[src/rtl/mau_pkg.sv]
// Shared state encoding and request-field constants for the MEM-stage access sequencer.
package mau_pkg;

  typedef enum logic [1:0] {
    IDLE = 2'd0,
    XFER = 2'd1,
    DONE = 2'd2
  } state_t;

  localparam logic SIZE_BYTE  = 1'b0;
  localparam logic SIZE_WORD  = 1'b1;
  localparam logic RW_READ    = 1'b0;
  localparam logic RW_WRITE   = 1'b1;
  localparam int   WORD_BYTES = 4;

endpackage

[src/rtl/mau_byte_lane.sv]
// Byte-lane datapath: big-endian write-byte selector and read shift/assembly register.
module mau_byte_lane #(
  parameter int BEATS = 4,
  parameter int KW    = 2
) (
  input  logic          clk,
  input  logic          R,
  input  logic          clear,
  input  logic          shift_en,
  input  logic [7:0]    ram_rdata,
  input  logic [KW-1:0] k,
  input  logic          size,
  input  logic [31:0]   wdata,
  output logic [31:0]   acc,
  output logic [7:0]    wbyte
);
  import mau_pkg::*;

  logic [7:0]  wbytes [BEATS];
  logic [31:0] acc_reg;

  // Beat 0 carries the most significant byte.
  genvar gi;
  generate
    for (gi = 0; gi < BEATS; gi++) begin : g_lane
      assign wbytes[gi] = wdata[31-8*gi -: 8];
    end
  endgenerate

  assign wbyte = (size == SIZE_WORD) ? wbytes[k] : wdata[7:0];

  always_ff @(posedge clk or negedge R) begin
    if (!R) begin
      acc_reg <= '0;
    end else if (clear) begin
      acc_reg <= '0;
    end else if (shift_en) begin
      acc_reg <= {acc_reg[23:0], ram_rdata};
    end
  end

  assign acc = acc_reg;

endmodule

[src/rtl/mem_access_unit.sv]
// MEM-stage sequencer: splits word accesses into four byte beats and stalls the pipeline.
// Optional MAU_ALIGN_CHECK_EN adds align_err and skips RAM beats for misaligned words.
module mem_access_unit #(
  parameter int ADDR_W     = 8,
  parameter int WORD_BYTES = 4
) (
  input  logic              clk,
  input  logic              R,
  input  logic              req_valid,
  input  logic              req_rw,
  input  logic              req_size,
  input  logic [ADDR_W-1:0] req_addr,
  input  logic [31:0]       req_wdata,
  output logic              ram_en,
  output logic              ram_rw,
  output logic [ADDR_W-1:0] ram_addr,
  output logic [7:0]        ram_wdata,
  input  logic [7:0]        ram_rdata,
  output logic [31:0]       rdata,
  output logic              done,
`ifdef MAU_ALIGN_CHECK_EN
  output logic              align_err,
`endif
  output logic              stall
);
  import mau_pkg::*;

  localparam int KW = $clog2(WORD_BYTES);

  state_t            state_reg, state_next;
  logic [KW-1:0]     k_reg, k_next;
  logic              rw_reg, size_reg, err_reg;
  logic [ADDR_W-1:0] base_reg;
  logic [31:0]       wdata_reg;
  logic              accept, misalign, last_beat;
  logic [31:0]       acc;
  logic [7:0]        lane_wbyte;

  assign accept = (state_reg == IDLE) && req_valid;

`ifdef MAU_ALIGN_CHECK_EN
  assign misalign  = (req_size == SIZE_WORD) && (req_addr[1:0] != 2'b00);
  assign align_err = (state_reg == DONE) && err_reg;
`else
  assign misalign  = 1'b0;
`endif

  assign last_beat = (size_reg == SIZE_BYTE) || (k_reg == KW'(WORD_BYTES - 1));

  always_ff @(posedge clk or negedge R) begin
    if (!R) begin
      state_reg <= IDLE;
      k_reg     <= '0;
      rw_reg    <= RW_READ;
      size_reg  <= SIZE_BYTE;
      err_reg   <= 1'b0;
      base_reg  <= '0;
      wdata_reg <= '0;
    end else begin
      state_reg <= state_next;
      k_reg     <= k_next;
      if (accept) begin
        rw_reg    <= req_rw;
        size_reg  <= req_size;
        err_reg   <= misalign;
        wdata_reg <= req_wdata;
        // Word accesses always start on the aligned base.
        base_reg  <= (req_size == SIZE_WORD) ? {req_addr[ADDR_W-1:2], 2'b00} : req_addr;
      end
    end
  end

  always_comb begin
    state_next = state_reg;
    k_next     = k_reg;
    stall      = 1'b0;
    ram_en     = 1'b0;
    done       = 1'b0;
    case (state_reg)
      IDLE: begin
        stall = req_valid & R;
        if (req_valid) begin
          k_next     = '0;
          state_next = misalign ? DONE : XFER;
        end
      end
      XFER: begin
        ram_en = 1'b1;
        stall  = 1'b1;
        if (last_beat) begin
          state_next = DONE;
        end else begin
          k_next = k_reg + 1'b1;
        end
      end
      DONE: begin
        done       = 1'b1;
        state_next = IDLE;
      end
      default: state_next = IDLE;
    endcase
  end

  mau_byte_lane #(
    .BEATS (WORD_BYTES),
    .KW    (KW)
  ) u_lane (
    .clk       (clk),
    .R         (R),
    .clear     (accept),
    .shift_en  (ram_en && (rw_reg == RW_READ)),
    .ram_rdata (ram_rdata),
    .k         (k_reg),
    .size      (size_reg),
    .wdata     (wdata_reg),
    .acc       (acc),
    .wbyte     (lane_wbyte)
  );

  assign ram_rw    = ram_en & rw_reg;
  assign ram_addr  = ram_en ? (base_reg + ADDR_W'(k_reg)) : '0;
  assign ram_wdata = (ram_en && (rw_reg == RW_WRITE)) ? lane_wbyte : 8'h00;

  always_comb begin
    rdata = '0;
    if (done && (rw_reg == RW_READ) && !err_reg) begin
      rdata = (size_reg == SIZE_WORD) ? acc : {24'b0, acc[7:0]};
    end
  end

endmodule

[config.mk]
export PLATFORM = sky130hd
export DESIGN_NAME = mem_access_unit
export DESIGN_NICKNAME = d
export VERILOG_FILES = /design/src/rtl/mau_pkg.sv /design/src/rtl/mau_byte_lane.sv /design/src/rtl/mem_access_unit.sv
export SDC_FILE = /design/constraint.sdc
export NUM_CORES = 1
export LEC_CHECK = 0
export CAP_MARGIN = 20
export CORE_UTILIZATION = 50
export DETAILED_ROUTE_END_ITERATION = 7
export MAX_ROUTING_LAYER = met4
export PLACE_DENSITY = 0.78
export SLEW_MARGIN = 15
export SYNTH_ARGS = -nofsm -noshare
export SYNTH_HDL_FRONTEND = slang
export SYNTH_SLANG_ARGS = --single-unit
[constraint.sdc]
create_clock -name clk -period 4 [get_ports clk]
set_input_delay 1 -clock clk [delete_from_list [all_inputs] [get_ports clk]]
set_output_delay 1 -clock clk [all_outputs]
set_load 0.01 [all_outputs]
---- Word-level counts from Yosys, hierarchy flattened ----
Index checks and enable logic that the tools add are counted.
W data, S select, Z words.
word-level totals
  logic and storage cells ................. 51
  flip-flop bits (word level) ............. 78
operators by class
  equality and inequality tests ........... 6
  $add $sub $neg .......................... 2
  order comparisons ....................... 1
  bitwise gates (word level) .............. 5
  multiplexer cells ....................... 20
  reductions and logical operators ........ 10
operators by type and width
  operator               count
  $mux W32               4
  $mux W8                5
  $bmux W8 S2            1
  $mux W2                5
  $add A8 B2 Y8          1
  $pmux W2 S2            2
  $ne A2 B2 Y1 const B   3
  $eq A2 B2 Y1 const B   2
  $logic_and A1 B1 Y1    4
  $reduce_bool A2 Y1     2
  $ge A3 B3 Y1 const B   1
  $not A2 Y3             1
  $reduce_and A3 Y1      1
  $add A2 B1 Y2 const B  1
  $and A1 B1 Y1          2
  $eq A2 B1 Y1 const B   1
  $logic_not A2 Y1       1
  $mux W1                2
  $not A1 Y1             2
  $pmux W1 S2            1
  $reduce_and A2 Y1      1
  $logic_or A1 B1 Y1     1

---- Logic depth before layout (Yosys ltp) ----
  word-level depth ........................ 6
  depth in mapped cells ................... 5
  depth with buffers taken out ............ 5

---- Hierarchy ----
From an unflattened synthesis, not the netlist that was laid out.
unflattened totals
  cell total of the unflattened synthesis .. 344
  area total of the unflattened synthesis .. 3910.0 um^2
by module, submodules not included
  module           sequential area each (um^2)  times used  cells each  area each (um^2)
  mem_access_unit  1151.1                       1           192         2259.7
  mau_byte_lane    800.8                        1           152         1650.3

---- Worst setup path before layout ----
OpenSTA, ideal clock, no wires.
  path kind ............................... register to output
  start ................................... reg k_reg[1]
  end ..................................... out ram_wdata[4]
  data arrival time ....................... 1.487 ns
  data required time ...................... 3.000 ns
  stages on the path, launching flop included .. 6
  path slack .............................. 1.513 ns
  cells stage by stage .................... dfrtp_1 clkbuf_1 clkbuf_1 mux2_2 a21oi_1 a21oi_1
on the way
  word-level cells in the longest chain between the ends .. 6
ends and longest elaborated chain
  element                                      line                    RTL
  from (decl)                                  mem_access_unit.sv:31   logic [KW-1:0] k_reg, k_next;
  from (signal assigned)                       mem_access_unit.sv:61   k_reg <= k_next;
  $not A2 Y3 (not written as such)             mau_byte_lane.sv:30     assign wbyte = (size == SIZE_WORD) ? wbytes[k] : wdata[7:0];
  $bmux W8 S2                                  mau_byte_lane.sv:30
  $mux W8 (not written as such) (2 in series)  mau_byte_lane.sv:30
  $mux W8                                      mau_byte_lane.sv:30
  $mux W8                                      mem_access_unit.sv:122  assign ram_wdata = (ram_en && (rw_reg == RW_WRITE)) ? lane_wbyte : 8'h00;
  to (decl)                                    mem_access_unit.sv:17   output logic [7:0] ram_wdata,
Every way passes these cells. The select of a mux whose other input is x is not followed.

---- Worst setup path in the final report ----
  start ................................... reg state_reg[1]
  end ..................................... out rdata[15]
on the way
  word-level cells in the longest chain between the ends .. 4
ends and longest elaborated chain
  element                 line                    RTL
  from (decl)             mem_access_unit.sv:30   state_t state_reg, state_next;
  from (signal assigned)  mem_access_unit.sv:60   state_reg <= state_next;
  $eq A2 B2 Y1            mem_access_unit.sv:79   case (state_reg)
  $mux W1                 mem_access_unit.sv:79
  $logic_and A1 B1 Y1     mem_access_unit.sv:126  if (done && (rw_reg == RW_READ) && !err_reg) begin
  $mux W32                mem_access_unit.sv:126
  to (decl)               mem_access_unit.sv:19   output logic [31:0] rdata,
Every way passes these cells.

==> metrics.md <==
| Metric | Value |
|---|---|
| Unique masters post-synth | 33 |
| Area Overhead vs Synth | 33.0% |
| Setup TNS | 0 ns |
| Worst Clk Skew | 0.0151 ns |
| Clock tree from TritonCTS | done |
| Total power per unit cell area | ~690 nW/um^2 |
| Via/cell ratio | approximately 5.3 |
| Data required, critical path | 3.00 ns |
| Number of buffers inserted by post-CTS setup repair | 0 |
| Number of synthesized register bits | 78 |
| HPWL after DPL | 5800 um |
| Share of the yosys chip area belonging to registers | roughly half |
| Clock transition at path regs | 0.08 ns |
| Critical path capture point type | output port |
| Number of vias after detailed routing | a little under 3000 |
| Total nets after synthesis | 409 |
| Resize count post-CTS | 0 |
| Classification of the worst setup path | flop to output port |
| Detailed Route Iter0 Violations | 91 |
| Cell row count | 32 |
| Actual transition at the worst max-transition pin | around 0.97 ns |
| Total non-filler cell area in the finished layout | 5330 um^2 |
| Crit-path max FO | 32 |
| Worst slack at placement | 0.759 ns |
| First-pass GRT wire length | 14100 um |
| Crit path max-delay family | simple AND/OR/NAND/NOR gates |
| Mean instance size in the synthesized netlist | 11.4 um^2 |
| Largest net degree at the start of global routing | 80 |
| Buffers plus inverters on the worst setup path | 1 |
| Wire length after detailed routing | ~8700 um |
| Router iterations before antenna repair | 4 |
| Dominant synthesized flop cell | sky130_fd_sc_hd__dfrtp_1 |
| # H-tree levels | 3 |
| Share of flip-flops with an asynchronous set or reset after synthesis | 100% |
| MaxCap Viol Count | 0 |
| Gr usage total | 22.2% |
| Net count of the finished layout | 507 |
| Count of antenna-violating nets left after detailed routing | 0 |
| Routed wire length per instance | 15.6 um |
| Number of standard cells after synthesis | 352 |
| Clock Sink Count | 78 |
| Period utilisation layout | 90.8% |
| X dimension of the die | between 90 and 100 um |
| Yosys Warn Count | 0 |
| Global placement routability congestion | 0.807 |
| Maximum cell stage delay along the critical path | 0.72 ns |
| Overall die area | 8390 um^2 |
| Launching point of the worst reg2reg path | state_reg[0] |
| Vias in the first global route | just under 3000 |
| Slowest cell on the critical path | sky130_fd_sc_hd__and2b_1 |
| Longest Clk Path Bufs | 2 |
| Filler cells | 585 |
| Initial Utilization | 51.9% |
| Boundary pin count | 105 |
| Hold/Removal Path Class | flop to flop |
| Final hold viol count | 0 |
| Largest vdd supply drop | 0.000359 V |
| Commonest non-fill, non-tap cells in the layout | 103 x sky130_fd_sc_hd__clkdlybuf4s50_1, 78 x sky130_fd_sc_hd__mux2_2, 78 x sky130_fd_sc_hd__dfrtp_1 |
| Total grt overflow | 0 |
| Height of the die | 91.6 um |
| Core area | around 7700 um^2 |
| Number of endpoints failing setup at the final stage | 0 |
| Total count of max-transition violations in the final report | 0 |
| Total of hold buffers inserted after clock tree synthesis | 0 |
| Commonest non-fill, non-tap cell in the layout | sky130_fd_sc_hd__clkdlybuf4s50_1 |
| Area used by sequential logic in the layout | 1950 um^2 |
| Total leakage power | 2.29 nW |
| Post-synth EDFFs | 0 |
| Fin util | slightly below 70% |
| Status | complete, no violations |
| Initial antenna violation count | 0 |
| Number of clock buffers inserted by TritonCTS | 9 |
| Crit path DAT | 2.63 ns |
| Placement Cell Area | about 5000 um^2 |
| Cell at the root of the clock tree | sky130_fd_sc_hd__clkbuf_8 |
| Ratio of cells with drive above 1 in the final layout | 22.6% |
| Port bufs | 104 |
| Critical path cell sequence | nor2b_1, and2b_1, and3_1, clkdlybuf4s50_1 |
| DRC violations left | 0 |
| Achievable clock frequency | 275 MHz |
| Worst Setup SP | state_reg[1] |
| Clock period minus final worst setup slack | 3.63 ns |
| Setup slack of the critical path after layout | 0.366 ns |
| Slew headroom | 35.1% |
| Clk_lat worst skew | 0.35 ns |
| Summed instance area of the synthesized netlist | roughly 4000 um^2 |
| Worst slack on hold paths | 0.507 ns |
| Kind of start point of the critical path | flop |
| Multi-input logic area | 1910 um^2 |
| Unrepaired setup endpoints after global routing | no |
| Antenna diode instance count | 0 |
| Hold Startpoint | wdata_reg[12] |
## final timing paths
path	depth (start not counted)	to	slack [ns]
max	4	rdata[15]	0.37
max reg2reg	4	u_lane.acc[11]	2.22
max in group asynchronous	2	u_lane.acc[11]	2.46
min in group asynchronous	2	base_reg[3]	0.93
min reg2reg	1	wdata_reg[12]	0.51
min	1	wdata_reg[12]	0.51
## stage by stage
stage	std cells	power, W
2_1_floorplan	352	0.00254
3_3_place_gp	541	0.00300
3_5_place_dp	541	0.00307
4_1_cts	557	0.00371
5_1_grt	557	0.00393
6_report	557	0.00368
## report_power, final
part,switching [W],internal (W)
logic,0.000728,0.000918
clock network,0.000282,0.000350
registers,0.000252,0.00115
## cells in the mapped netlist (2+ instances only)
master,instances,share of area [%]
sky130_fd_sc_hd__ha_1,3,0.94
sky130_fd_sc_hd__buf_2,7,0.87
sky130_fd_sc_hd__and2_1,10,1.6
sky130_fd_sc_hd__or3_1,3,0.47
sky130_fd_sc_hd__nor2b_1,42,6.6
sky130_fd_sc_hd__buf_6,3,0.84
sky130_fd_sc_hd__nor2_1,4,0.37
sky130_fd_sc_hd__o21ai_0,9,1.1
sky130_fd_sc_hd__nand3_1,2,0.25
sky130_fd_sc_hd__and3_1,24,3.7
sky130_fd_sc_hd__inv_1,9,0.84
sky130_fd_sc_hd__nand2_1,13,1.2
sky130_fd_sc_hd__clkbuf_1,11,1.0
sky130_fd_sc_hd__dfrtp_1,78,49
sky130_fd_sc_hd__a21o_1,8,1.5
sky130_fd_sc_hd__mux2_2,78,22
sky130_fd_sc_hd__nand3b_1,10,1.9
sky130_fd_sc_hd__a21oi_1,23,2.9
## routing by layer
layer,global-route usage [%],routed length (um)
met1,27.8,3890
met2,35.8,4330
met3,5.03,350
met4,6.75,100
met5,-,0
## cells by family (layout without fill, tap and decap cells)
kind of cell             Yosys count  count (layout)  share of synthesized area, %
flip-flops                        78              78                          48.7
multiplexers                      78              78                          21.9
XOR/XNOR                           2               2                         0.437
AO/OA/AOI/OAI                     42              42                          6.18
buffers and inverters             33             136                          3.96
adder cells (fa/ha/maj)            4               4                          1.43
AND/OR/NAND/NOR                  115             115                          17.4
## area by class of cell
cell class / count / share of cell area [%]
Clock buffer: 10 / 2.39
Multi-Input combinational cell: 241 / 35.7
Clock inverter: 6 / 1.62
Inverter: 10 / 0.704
Timing Repair Buffer: 110 / 20.5
Sequential cell: 78 / 36.6
Tap cell: 102 / 2.39
Power figures use the tool's default switching activity.
